==> config.mk <==
export PLATFORM = sky130hd
export DESIGN_NAME = apb_master_bridge
export DESIGN_NICKNAME = d
export VERILOG_FILES = /design/src/rtl/apb_bridge_pkg.sv /design/src/rtl/apb_master_bridge_watchdog.sv /design/src/rtl/apb_master_bridge.sv
export SDC_FILE = /design/constraint.sdc
export NUM_CORES = 1
export LEC_CHECK = 0
export ABC_CLOCK_PERIOD_IN_PS = 2200
export BUFFER_PORTS_ARGS = -buffer_cell sky130_fd_sc_hd__buf_2
export CAP_MARGIN = 20
export CORE_MARGIN = 4
export CORE_UTILIZATION = 35
export CTS_CLUSTER_SIZE = 10
export DETAILED_ROUTE_END_ITERATION = 7
export PLACE_DENSITY = 0.74
export SYNTH_ARGS = -nofsm -noshare
export SYNTH_HDL_FRONTEND = slang
export SYNTH_SLANG_ARGS = --single-unit
==> constraint.sdc <==
create_clock -name clk -period 2.2 [get_ports clk]
set_clock_uncertainty 0.15 [all_clocks]
set_input_delay 0.44 -clock clk [delete_from_list [all_inputs] [get_ports clk]]
set_output_delay 0.44 -clock clk [all_outputs]
set_load 0.02 [all_outputs]
==> src/rtl/apb_bridge_pkg.sv <==
// Shared types and constants for the core-to-APB master bridge.
package apb_bridge_pkg;

    // Bridge transfer phases.
    typedef enum logic [1:0] {
        IDLE   = 2'd0,
        SETUP  = 2'd1,
        ACCESS = 2'd2
    } apb_state_e;

    // Default forwarding window: the SoC APB peripheral map bounds.
    localparam logic [31:0] DEF_WIN_START = 32'h1A10_0000;
    localparam logic [31:0] DEF_WIN_END   = 32'h1A11_7FFF;

    // Default watchdog length in ACCESS cycles; 0 disables the watchdog.
    localparam int unsigned DEF_TIMEOUT_CYCLES = 256;

endpackage

==> src/rtl/apb_master_bridge_watchdog.sv <==
// Per-transfer watchdog: counts ACCESS cycles without pready and flags
// the cycle on which the limit is reached. Compiles away when disabled.
module apb_watchdog #(
    parameter int unsigned TIMEOUT_CYCLES = 256
) (
    input  logic clk,
    input  logic rst,
    input  logic clr,
    input  logic inc,
    output logic timeout
);

    generate
        if (TIMEOUT_CYCLES > 0) begin : g_wd
            localparam int unsigned CW = $clog2(TIMEOUT_CYCLES + 1);
            localparam logic [CW-1:0] LAST = CW'(TIMEOUT_CYCLES - 1);

            logic [CW-1:0] cnt;

            // Stall counter: cleared at reset and at the start of each transfer.
            always_ff @(posedge clk) begin
                if (rst || clr) begin
                    cnt <= '0;
                end else if (inc) begin
                    cnt <= cnt + CW'(1);
                end
            end

            // Fires on the stalled cycle that completes the limit, so the
            // FSM can leave ACCESS at the very next edge.
            assign timeout = inc && (cnt == LAST);
        end else begin : g_nowd
            logic unused_wd;
            assign unused_wd = ^{clk, rst, clr, inc};
            assign timeout   = 1'b0;
        end
    endgenerate

endmodule

==> src/rtl/apb_master_bridge.sv <==
// Core req/gnt/rvalid port to single APB transfers. Addresses outside the
// forwarding window are answered locally with an error; stalled slaves are
// cut off by the watchdog.
module apb_master_bridge
    import apb_bridge_pkg::*;
#(
    parameter int unsigned APB_ADDR_WIDTH = 32,
    parameter int unsigned APB_DATA_WIDTH = 32,
    parameter int unsigned TIMEOUT_CYCLES = DEF_TIMEOUT_CYCLES,
    parameter logic [APB_ADDR_WIDTH-1:0] WIN_START = APB_ADDR_WIDTH'(DEF_WIN_START),
    parameter logic [APB_ADDR_WIDTH-1:0] WIN_END   = APB_ADDR_WIDTH'(DEF_WIN_END)
) (
    input  logic                      clk,
    input  logic                      rst,
    // core side
    input  logic                      req_i,
    input  logic [APB_ADDR_WIDTH-1:0] addr_i,
    input  logic                      we_i,
    input  logic [APB_DATA_WIDTH-1:0] wdata_i,
    output logic                      gnt_o,
    output logic                      rvalid_o,
    output logic [APB_DATA_WIDTH-1:0] rdata_o,
    output logic                      err_o,
    // APB master side
    output logic [APB_ADDR_WIDTH-1:0] paddr_o,
    output logic [APB_DATA_WIDTH-1:0] pwdata_o,
    output logic                      pwrite_o,
    output logic                      psel_o,
    output logic                      penable_o,
    input  logic [APB_DATA_WIDTH-1:0] prdata_i,
    input  logic                      pready_i,
    input  logic                      pslverr_i
);

    apb_state_e                state, state_n;
    logic                      in_win;
    logic                      cap;
    logic                      wd_clr, wd_inc, wd_timeout;
    logic                      rsp_vld, rsp_err;
    logic [APB_DATA_WIDTH-1:0] rsp_data;

    assign in_win = (addr_i >= WIN_START) && (addr_i <= WIN_END);

    apb_watchdog #(
        .TIMEOUT_CYCLES (TIMEOUT_CYCLES)
    ) u_wd (
        .clk     (clk),
        .rst     (rst),
        .clr     (wd_clr),
        .inc     (wd_inc),
        .timeout (wd_timeout)
    );

    // Next state, APB strobes, grant and the response to register next cycle.
    always_comb begin
        state_n   = state;
        gnt_o     = 1'b0;
        psel_o    = 1'b0;
        penable_o = 1'b0;
        cap       = 1'b0;
        wd_clr    = 1'b0;
        wd_inc    = 1'b0;
        rsp_vld   = 1'b0;
        rsp_err   = 1'b0;
        rsp_data  = '0;
        case (state)
            IDLE: begin
                // Grant is only ever given here, which also covers the
                // rvalid cycle of the previous transfer.
                gnt_o = req_i;
                if (req_i) begin
                    cap = 1'b1;
                    if (in_win) begin
                        state_n = SETUP;
                        wd_clr  = 1'b1;
                    end else begin
                        rsp_vld = 1'b1;
                        rsp_err = 1'b1;
                    end
                end
            end
            SETUP: begin
                psel_o  = 1'b1;
                state_n = ACCESS;
            end
            ACCESS: begin
                psel_o    = 1'b1;
                penable_o = 1'b1;
                if (pready_i) begin
                    state_n  = IDLE;
                    rsp_vld  = 1'b1;
                    rsp_err  = pslverr_i;
                    rsp_data = pwrite_o ? '0 : prdata_i;
                end else begin
                    wd_inc = 1'b1;
                    if (wd_timeout) begin
                        state_n = IDLE;
                        rsp_vld = 1'b1;
                        rsp_err = 1'b1;
                    end
                end
            end
            default: state_n = IDLE;
        endcase
    end

    // State, held APB request fields and the one-cycle response register.
    always_ff @(posedge clk) begin
        if (rst) begin
            state    <= IDLE;
            paddr_o  <= '0;
            pwdata_o <= '0;
            pwrite_o <= 1'b0;
            rvalid_o <= 1'b0;
            err_o    <= 1'b0;
            rdata_o  <= '0;
        end else begin
            state <= state_n;
            if (cap) begin
                paddr_o  <= addr_i;
                pwdata_o <= wdata_i;
                pwrite_o <= we_i;
            end
            rvalid_o <= rsp_vld;
            err_o    <= rsp_err;
            rdata_o  <= rsp_data;
        end
    end

endmodule

# Yosys cells after proc, flatten, opt, wreduce, memory -nomap -nowiden
# Cells that the tools add are included.
# word_totals
regBits	110
in_bits	102
out_inout_bits	102
# classes
addsub	1
n_lt_le_gt_ge	2
n_eq_ne	6
mux	22
bitwise_logic	2
reduce_logical	7
# ops
cell	count
$ge 32x29->1 const B	1
$le 32x29->1 const B	1
$mux 1	15
$add 9x1->9 const B	1
$eq 9x8->1 const B	1
$mux 2	4
$pmux 2 s3	1
$ne 2x2->1 const B	2
$pmux 1 s2	2
$reduce_or 4->1	1
$ne 3x2->1 const B	1
$reduce_and 3->1	1
$eq 2x1->1 const B	1
$eq 2x2->1 const B	1
$logic_and 1x1->1	2
$logic_not 2->1	1
$not 1->1	2
$reduce_or 2->1	1
$logic_or 1x1->1	1

# Longest topological paths before layout
# depth
word_depth	6
ltp_mapped	8
depth_no_buf	8

# By module
# From an unflattened synthesis, not the netlist that was laid out.
# hier_totals
cells_unflattened	431
hier_area_um2	3801.1
# by_module_without_submodules
module	instances	cells_each	area_each_um2	seq_area_each_um2
apb_master_bridge	1	385	3392.0	2021.9
apb_watchdog	1	46	409.1	180.2

# Least setup slack after synthesis
# No wires, ideal clock.
# synth_timing
path_kind	reg2reg
from	register u_wd.g_wd.cnt[0]
to	register state[1]
setup_time_ns	0.070
t_arrival_ns	1.900
t_required_ns	1.980
path_slack_ns	0.079
path_stages_with_launch	9
period_less_slack_ns	2.121
path_cell_list	dfxtp_1 -> ha_1 -> and3_1 -> and3_1 -> ha_1 -> nor3b_1 -> nor2_1 -> or3_1 -> o21bai_1
# synth_between
elab_chain_len	4
# synth_lines
item	line	text
start, declared	apb_master_bridge_watchdog.sv:18	logic [CW-1:0] cnt;
start signal, assigned	apb_master_bridge_watchdog.sv:25	cnt <= cnt + CW'(1);
$eq 9x8->1	apb_master_bridge_watchdog.sv:31	assign timeout = inc && (cnt == LAST);
$logic_and 1x1->1	apb_master_bridge_watchdog.sv:31	
$ne 3x2->1 (no source line)	--	
$reduce_and 3->1 (no source line)	--	
end signal, assigned	apb_master_bridge.sv:118	state <= state_n;
end, declared	apb_master_bridge.sv:35	apb_state_e state, state_n;
# No other way between the ends.
# A chain may end at the register's enable or synchronous reset.

# Worst setup path in the final report
# Ends and elaborated chain as after synthesis.

==> impl_metrics.prom <==
# TYPE chip_impl_metric gauge
chip_impl_info{name="outcome",value="finished, final reports clean"} 1
chip_impl_metric{name="yosys_register_bits",unit=""} 110
chip_impl_info{name="cts_tree",value="built"} 1
chip_impl_metric{name="synth_cell_types",unit=""} 36
chip_impl_info{name="critical_path_capture_point_type",value="register"} 1
chip_impl_metric{name="synth-warning-count",unit=""} 0
chip_impl_info{name="worstHoldPathType",value="input pin to register"} 1
chip_impl_metric{name="dp_slack",unit="ns"} 0.0236
chip_impl_metric{name="postSynthCellCount",unit=""} 427
chip_impl_metric{name="report.power.total",unit="mW"} 3.75
chip_impl_metric{name="synth.net_count",unit=""} 534
chip_impl_metric{name="worst_setup_hold_path_clk_slew",unit="ns"} 0.11
chip_impl_metric{name="final_max_slew_viol_count",unit=""} 0
chip_impl_metric{name="postRouteAntennaNets",unit=""} 0
chip_impl_metric{name="setup_slack",unit="ns"} 0.166
chip_impl_info{name="critical_path.endpoint",value="state[1]"} 1
chip_impl_metric{name="report.final.hold_viol_count",unit=""} 0
chip_impl_metric{name="initial_core_util",unit="%"} 36.4
chip_impl_metric{name="r2r_slack",unit="ns"} 0.17
chip_impl_metric{name="post-cts-setup-buffers",unit=""} 0
chip_impl_metric{name="synthToLayoutAreaGrowth",unit="%"} 37.1
chip_impl_metric{name="synth_area",unit="mm2"} 0.00380
chip_impl_info{name="worstReg2RegEnd",value="state[1]"} 1
chip_impl_metric{name="postSynthAreaPerCell",unit="um2"} 8.91
chip_impl_info{name="rsz0062_at_grt",value="no"} 1
chip_impl_metric{name="detail_route.first_pass.iterations",unit=""} 4
chip_impl_metric{name="core_area",unit="mm2"} 0.0105
chip_impl_metric{name="timing.slew.headroom",unit="%"} 43.0
chip_impl_metric{name="grt_overflow_total",unit=""} 0
chip_impl_info{name="timing.setup.critical_path_class",value="register to register"} 1
chip_impl_metric{name="power_per_cell_area",unit="mW/mm2"} 719
chip_impl_metric{name="clock_path_buffers",unit=""} 2
chip_impl_metric{name="drt-wirelength-per-cell",unit="um"} 13.7
chip_impl_metric{name="timing.final.crit_period",unit="ns"} 2.03
chip_impl_metric{name="first_global_vias",unit=""} 3459
chip_impl_info{name="critical-path-top-delay-family",value="simple AND/OR/NAND/NOR gates"} 1
chip_impl_metric{name="grt.met1_usage",unit="%"} 20.2
chip_impl_metric{name="cell_depth_of_the_worst_setup_path",unit=""} 8
chip_impl_info{name="critical_path.cell_chain",value="ha_2 -> and3_1 -> and3_4 -> ha_4 -> nor3b_4 -> nor2_2 -> or3_1 -> o21bai_1"} 1
chip_impl_metric{name="num_rows",unit=""} 37
chip_impl_metric{name="routabilityCongestion",unit=""} 0.808
chip_impl_metric{name="dp_wirelength",unit="um"} 7980
chip_impl_metric{name="cp_slowest_stage_delay",unit="ns"} 0.35
chip_impl_metric{name="avgViaCountPerCell",unit=""} 4.59
chip_impl_info{name="ctsRootBufferMaster",value="sky130_fd_sc_hd__clkbuf_8"} 1
chip_impl_info{name="startpoint",value="u_wd.g_wd.cnt[0]"} 1
chip_impl_metric{name="grt_util_met2",unit="%"} 28.0
chip_impl_info{name="cp-start-kind",value="register"} 1
chip_impl_metric{name="fmax",unit="MHz"} 492
chip_impl_metric{name="maximum_vdd_drop",unit="mV"} 0.329
chip_impl_metric{name="total_leakage_power",unit="nW"} 2.56
chip_impl_metric{name="num_antenna_cells",unit=""} 0
chip_impl_metric{name="finalSetupViolCount",unit=""} 0
chip_impl_metric{name="setup_tns",unit="ns"} 0
chip_impl_metric{name="routed_wl",unit="um"} 10500
chip_impl_metric{name="detail_route.drc_violations",unit=""} 0
chip_impl_info{name="crit_path_top_delay_cell",value="sky130_fd_sc_hd__dfxtp_2"} 1
chip_impl_metric{name="grt_start_max_net_pins",unit=""} 53
chip_impl_metric{name="grtUsageMet3",unit="%"} 5.01
chip_impl_metric{name="io-pin-count",unit=""} 204
chip_impl_metric{name="num-nets-final",unit=""} 732
chip_impl_metric{name="timing.reg2reg.worst_path_depth",unit=""} 8
chip_impl_metric{name="postLayoutCoreUtil",unit="%"} 49.8
chip_impl_metric{name="tritoncts.num_buffers",unit=""} 9
chip_impl_metric{name="cts_htree_levels",unit=""} 3
chip_impl_metric{name="dieArea",unit="mm2"} 0.0126
chip_impl_metric{name="grtUsageTotal",unit="%"} 16.4
chip_impl_metric{name="timing.critical_path.fanout_max",unit=""} 4
chip_impl_metric{name="drt_first_iter_violations",unit=""} 205
chip_impl_metric{name="final.period_utilization",unit="%"} 92.5
chip_impl_metric{name="die_w",unit="um"} 112
chip_impl_metric{name="worstPathRequired",unit="ns"} 2.34
chip_impl_metric{name="slew_at_the_pin_with_the_worst_max_slew_slack",unit="ns"} 0.855
chip_impl_metric{name="placement.io_buffers",unit=""} 203
chip_impl_metric{name="cp_data_arrival_time",unit="ns"} 2.18
chip_impl_metric{name="ys_seq_area_share",unit="%"} 57.9
chip_impl_info{name="r2r_start",value="u_wd.g_wd.cnt[0]"} 1
chip_impl_metric{name="grt_pass1_wl",unit="um"} 17100
chip_impl_metric{name="clock_sink_count",unit=""} 110
chip_impl_metric{name="initial_antenna_violation_count",unit=""} 0
chip_impl_metric{name="timing.critical_path.buf_inv",unit=""} 0
chip_impl_info{name="global_route.peak_usage_layer",value="met2"} 1
chip_impl_metric{name="worst_skew_pair.late_latency",unit="ns"} 0.35
chip_impl_metric{name="hold_ws",unit="ns"} 0.124
chip_impl_metric{name="num_vias",unit=""} 3518
chip_impl_metric{name="cts_hold_repair.buffers",unit=""} 0
chip_impl_metric{name="post_route_cells_drive_above_1_share",unit="%"} 38.7
chip_impl_metric{name="maxCapViolations",unit=""} 0
chip_impl_metric{name="dieHeight",unit="um"} 112
## cell usage in the layout, fill, tap and decap left out, types with 3 or more instances in the layout
master and n:
sky130_fd_sc_hd__and2_1 32, sky130_fd_sc_hd__nand2_1 134, sky130_fd_sc_hd__nor2_1 10, sky130_fd_sc_hd__inv_1 4
sky130_fd_sc_hd__dfxtp_1 108, sky130_fd_sc_hd__buf_2 203, sky130_fd_sc_hd__xor2_1 6, sky130_fd_sc_hd__and3_1 3
sky130_fd_sc_hd__buf_4 9, sky130_fd_sc_hd__a21oi_1 67, sky130_fd_sc_hd__nand4_1 4, sky130_fd_sc_hd__clkbuf_8 10
## how the worst min path moves through the flow
| stage | start | to | slack, ns | depth (start not counted) |
|---|---|---|---|---|
| 6_report | prdata_i[1] | rdata_o[1] | 0.12 | 2 |
| 5_1_grt | prdata_i[1] | rdata_o[1] | 0.09 | 2 |
| 4_1_cts | prdata_i[1] | rdata_o[1] | 0.1 | 2 |
| 3_5_place_dp | pwdata_o[12] | pwdata_o[12] | 0.29 | 2 |
| 3_3_place_gp | pwdata_o[13] | pwdata_o[13] | 0.29 | 2 |
| 2_1_floorplan | state[0] | state[0] | 0.32 | 1 |
## cells by family (layout without fill, tap and decap cells)
family	after synthesis	in the layout	synth area share [%]
multiplexers	2	2	0.559
AND/OR/NAND/NOR	197	197	24.3
AO/OA/AOI/OAI	75	75	10.7
flip-flops	110	110	57.9
XOR/XNOR	7	7	1.61
adder cells (fa/ha/maj)	5	5	1.64
buffers and inverters	31	234	3.39
## final cells by class
class                      count  area [um2]
fill                        1013        5250
sequential                   110        2200
multi-input combinational    286        1520
timing repair buffer         212        1080
tap                          136         170
clock buffer                  10         138
clock inverter                 6        68.8
inverter                       5        26.3
timing repair inverter         1        6.26
## timing repair
item / 4_1_cts / 5_1_grt
pin swaps: 0 / 3
setup endpoints to repair: 1 / 3
cloned: 0 / 1
gates resized for setup: 1 / 13
## registers in the layout (all words and copies together) (netlist names)
name / count
pwrite_o: 1
state: 2
err_o: 1
pwdata_o: 32
rvalid_o: 1
u_wd.g_wd.cnt: 9
rdata_o: 32
paddr_o: 32
## layer usage
layer  wire (um)  up-vias
li1            -     1768
met1        4310     1594
met2        5120      143
met3         910       13
met4         142        0
met5           0        -
## report_power, final
part           leakage [nW]  switching [mW]  internal [mW]
Sequential            0.900          0.0303           2.06
Clock                 0.103           0.678          0.567
Combinational          1.56           0.256          0.163
## synth_stat cells, drive strengths merged
cell    count  share of area [%]
mux2i       1               0.26
a211oi      1               0.20
dfxtp     110                 58
inv         5               0.49
nand3       1               0.13
o21a        1               0.20
a21oi      67                8.8
o31ai       1               0.56
nor3b       1               0.20
a21boi      1               0.20
nand2     135                 13
and2       32                5.3
xnor2       1               0.23
mux2        1               0.30
ha          5                1.6
nor2       11                1.1
o41ai       1               0.23
buf        13                1.6
o21bai      1               0.20
or4b        1               0.26
and3        4               0.66
nor4        1               0.16
o21ai       2               0.26
nor2b       1               0.16
and4bb      1               0.33
clkbuf     13                1.3
nand4b      1               0.62
nand4       4               0.66
xor2        6                1.4
nor4b       3                1.2
or3         1               0.16
## through the flow
step	instances	area, um2
2_1_floorplan	427	3800
3_3_place_gp	749	4950
3_5_place_dp	749	4950
4_1_cts	765	5160
5_1_grt	766	5220
6_report	766	5220
No activity file was read; power rests on OpenSTA's default activity.
